<file path="src/rtl/debounce_edge_pkg.sv">
// rtl/debounce_edge_pkg.sv - shared state encodings for the debounce_edge filter FSM
package debounce_edge_pkg;

    typedef enum logic [1:0] {
        S_LOW     = 2'd0,
        S_WAIT_HI = 2'd1,
        S_HIGH    = 2'd2,
        S_WAIT_LO = 2'd3
    } state_t;

endpackage

</file>
<file path="src/rtl/debounce_edge_sync_2ff.sv">
// rtl/debounce_edge_sync_2ff.sv - two-flop synchronizer for an asynchronous single-bit input
module sync_2ff (
    input  logic clk,
    input  logic reset,
    input  logic d,
    output logic q
);

    logic s1;

    always_ff @(posedge clk or negedge reset) begin
        if (!reset) begin
            s1 <= 1'b0;
            q  <= 1'b0;
        end else begin
            s1 <= d;
            q  <= s1;
        end
    end

endmodule

</file>
<file path="src/rtl/debounce_edge.sv">
// rtl/debounce_edge.sv - debounced level plus one-cycle rise/fall strobes from a bouncy raw input
module debounce_edge
    import debounce_edge_pkg::*;
#(
    parameter int STABLE_CYCLES = 10
) (
    input  logic clk,
    input  logic reset,
    input  logic tick,
    input  logic d_raw,
    output logic q,
    output logic rise,
    output logic fall
);

    localparam int              CNT_W    = $clog2(STABLE_CYCLES + 1);
    localparam logic [CNT_W-1:0] CNT_LAST = CNT_W'(STABLE_CYCLES - 1);

    logic             s2;
    state_t           state, state_n;
    logic [CNT_W-1:0] cnt, cnt_n;
    logic             q_n, rise_n, fall_n;

    sync_2ff u_sync (
        .clk   (clk),
        .reset (reset),
        .d     (d_raw),
        .q     (s2)
    );

    always_ff @(posedge clk or negedge reset) begin
        if (!reset) begin
            state <= S_LOW;
            cnt   <= '0;
            q     <= 1'b0;
            rise  <= 1'b0;
            fall  <= 1'b0;
        end else begin
            state <= state_n;
            cnt   <= cnt_n;
            q     <= q_n;
            rise  <= rise_n;
            fall  <= fall_n;
        end
    end

    // A bounce back to the settled level aborts the wait regardless of tick;
    // only qualified samples of the new level advance the counter.
    always_comb begin
        state_n = state;
        cnt_n   = cnt;
        q_n     = q;
        rise_n  = 1'b0;
        fall_n  = 1'b0;
        case (state)
            S_LOW: begin
                if (s2) begin
                    state_n = S_WAIT_HI;
                    cnt_n   = '0;
                end
            end
            S_WAIT_HI: begin
                if (!s2) begin
                    state_n = S_LOW;
                    cnt_n   = '0;
                end else if (tick) begin
                    if (cnt == CNT_LAST) begin
                        state_n = S_HIGH;
                        cnt_n   = '0;
                        q_n     = 1'b1;
                        rise_n  = 1'b1;
                    end else begin
                        cnt_n = cnt + CNT_W'(1);
                    end
                end
            end
            S_HIGH: begin
                if (!s2) begin
                    state_n = S_WAIT_LO;
                    cnt_n   = '0;
                end
            end
            S_WAIT_LO: begin
                if (s2) begin
                    state_n = S_HIGH;
                    cnt_n   = '0;
                end else if (tick) begin
                    if (cnt == CNT_LAST) begin
                        state_n = S_LOW;
                        cnt_n   = '0;
                        q_n     = 1'b0;
                        fall_n  = 1'b1;
                    end else begin
                        cnt_n = cnt + CNT_W'(1);
                    end
                end
            end
            default: begin
                state_n = S_LOW;
                cnt_n   = '0;
            end
        endcase
    end

endmodule

</file>
<file path="config.mk">
export PLATFORM = sky130hd
export DESIGN_NAME = debounce_edge
export DESIGN_NICKNAME = d
export VERILOG_FILES = /design/src/rtl/debounce_edge_pkg.sv /design/src/rtl/debounce_edge_sync_2ff.sv /design/src/rtl/debounce_edge.sv
export SDC_FILE = /design/constraint.sdc
export NUM_CORES = 1
export LEC_CHECK = 0
export ABC_AREA = 1
export CAP_MARGIN = 15
export CORE_AREA = 2 2 39 41
export CTS_BUF_LIST = sky130_fd_sc_hd__clkbuf_4 sky130_fd_sc_hd__clkbuf_8
export CTS_CLUSTER_SIZE = 25
export DETAILED_ROUTE_END_ITERATION = 10
export DIE_AREA = 0 0 41 43
export PLACE_DENSITY = 0.61
export SLEW_MARGIN = 5
export SYNTH_ARGS = -nofsm -noshare
export SYNTH_HDL_FRONTEND = slang
export SYNTH_SLANG_ARGS = --single-unit
export TNS_END_PERCENT = 10
</file>
<file path="constraint.sdc">
create_clock -name clk -period 3.59 [get_ports clk]
set_input_delay 0.718 -clock clk [delete_from_list [all_inputs] [get_ports clk]]
set_output_delay 0.718 -clock clk [all_outputs]
set_load 0.05 [all_outputs]
</file>
==> flow_summary.ini <==
[outcome]
outcome = completed

[drt]
firstDrtPassIters = 4
vias_per_cell = 4.352
drt_iter0_markers = 8
wl_per_cell_um = 8.791
vias = 396
ant_nets = 0
wl_um = 800
drc = 0

[flow_run]
maxCapViolCount = 0

[clock_tree]
cts_resized = 0
clk_latency_ns = 0.26
root_buffer = clkbuf_4
cts_setup_buffers = 0
numCtsBuffers = 3
cts_hold_buf = 0
path_clk_slew_ns = 0.06
clock_sinks = 11
clockBufferDepth = 2
cts_max_level = 1
cts_tree = yes

[pwr]
power_density_nw_per_um2 = 371.3
ir_worst_vdd_uv = 283.1
p_leak_uw = 0.0003337
p_total_uw = 249.9

[sta]
min_period_ns = 2.107
worst_clock_skew_ns = 0.003304
fmax_ghz = 0.4746
tightest_slew_ns = 0.4904
max-slew-margin-rel_pct = 67.21
hold_viol_final = 0
holdWs_ns = 0.3529
slew_violations = 0
rsz0062_at_grt = false
fin_crit_sh_pct = 58.69
timing.final.ws_setup_ns = 1.483
tns_ns = 0
finalSetupViolCount = 0

[yosys]
synth.distinct_cells = 17
synth.top_cell.area_share_pct = 48.89
synth_warnings = 0
ys_ff_latch = 11
syn_area_per_cell_sq_um = 8.662
synth_fp_nets = 71
netlist_area_sq_um = 563.0
syn-instance-count = 65
ys_seq_area_share_pct = 48.89
yosysTopAreaCell = dfrtp_1
synth.top_cells.by_area = dfrtp_1 (49%), nand2_1 (11%), inv_1 (6.0%)

[finish]
fin_util_pct = 48.64
antennaDiodeCount = 0
layout.area.seq_sq_um = 275.3
n_fill_cell = 144
drive_gt1_share_pct = 17.33
layout.nets = 82
area_growth_pct = 19.56
multiInputGateArea_sq_um = 246.5

[worst_setup_path]
reg2reg_depth = 7
cp_slowest_cell = clkdlybuf4s50_1
crit_required_ns = 2.87
crit_chain = clkdlybuf4s50_1
path_class = reg -> out
worstPathMaxFanout = 2
critPathMaxStageDelay_ns = 0.80
critical_path_cell_count = 1
arrival_ns = 1.39
crit_path_start_kind = flip-flop
crit_path_end_kind = primary output
path_buf_inv = 1
critPathTopFamily = buffers and inverters

[place]
gp_congestion = 0.7529
pre_cts_ws_ns = 1.674
hpwl_um = 672.8
port_buffers = 6

[global_routing]
grt_max_degree = 12
track_usage_pct = 12.59
overflow = 0
antenna_found_initial = 0
grt_pass1_wl_um = 1462
grt_pass1_vias = 361

[floorplanning]
rows = 14
die-height_um = 43
die_area_sq_um = 1763
start_util_pct = 40.69
coreArea_sq_um = 1384
io_pins = 7
die_w_um = 41

[worst_hold_path]
hold_path_depth = 0
min_path_type = reg -> reg
[cells by family after synthesis]
logic type                 share of synthesized area [%]
and+or+nand+nor                                    33.33
buffers and inverters                              7.333
DFF                                                48.89
AOI/OAI and AO/OA                                  4.444
adders and majority gates                          4.444
xor gates and xnor gates                           1.556
[cell usage in the layout (no fill, tap or decap), drive strengths merged]
cell / instances
nor3: 1
clkdlybuf4s50: 6
inv: 11
o21ai: 4
nor2: 7
ha: 2
a21oi: 1
xor2: 1
nand3: 6
nand2: 20
dfrtp: 11
nand4: 1
clkbuf: 4
[flip-flops by register name (all words and copies together) (netlist names), named ones only]
register,flops
u_sync.s1,1
fall,1
q,1
state,1
cnt,4
rise,1
u_sync.q,1
[cell usage after synthesis]
master / n
nor3_1: 1
nor2_4: 1
dfrtp_1: 11
nand3_1: 5
nand4_4: 1
o21ai_0: 2
nor2_2: 1
nor2_1: 5
nand2_1: 17
inv_2: 2
inv_1: 9
nand2_2: 3
xor2_1: 1
o21ai_1: 2
a21oi_1: 1
nand3_4: 1
ha_1: 2
[where the power goes]
part / internal [uW] / leakage [uW] / switching, uW / total, uW
Sequential: 129 / 0.000140 / 4.49 / 134
Combinational: 11.8 / 0.000175 / 19.4 / 31.2
Clock: 50.4 / 0.0000184 / 34.8 / 85.2
[area by class of cell]
type	instances	share of cell area, %
Tap cell	16	2.974
Timing Repair Buffer	6	8.922
Clock buffer	4	4.461
Sequential cell	11	40.89
Inverter	11	6.134
Multi-Input combinational cell	43	36.62
[per-layer routing]
layer	vias to the layer above	GRT usage, %	routed length [um]
met3	0	9.424	27
met4	0	2.000	0
met1	170	17.67	427
met5	-	0	0
li1	220	-	-
met2	6	15.63	346
[worst reg2reg max path, cell delays in order, from the launching register on]
cell,delay (ns)
dfrtp_1,0.40
inv_1,0.08
ha_1,0.21
nand4_4,0.15
inv_1,0.08
nor2_1,0.04
nor2_1,0.12
nor2_1,0.07
[through the flow]
step	area [sq um]	instances
6_report	673.1	91
5_1_grt	673.1	91
4_1_cts	673.1	91
3_5_place_dp	643.1	87
3_3_place_gp	643.1	87
2_1_floorplan	563.0	65
[worst paths after layout]
path | end | startpoint | slack (ns)
min in group asynchronous | rise | reset | 0.78
max in group asynchronous | cnt[0] | reset | 2.49
worst max-delay path | q | q | 1.48
worst min register to register | u_sync.q | u_sync.s1 | 0.35
worst min-delay path | u_sync.q | u_sync.s1 | 0.35
worst max register to register | cnt[1] | cnt[1] | 2.34
(Power assumes the default switching activity.)
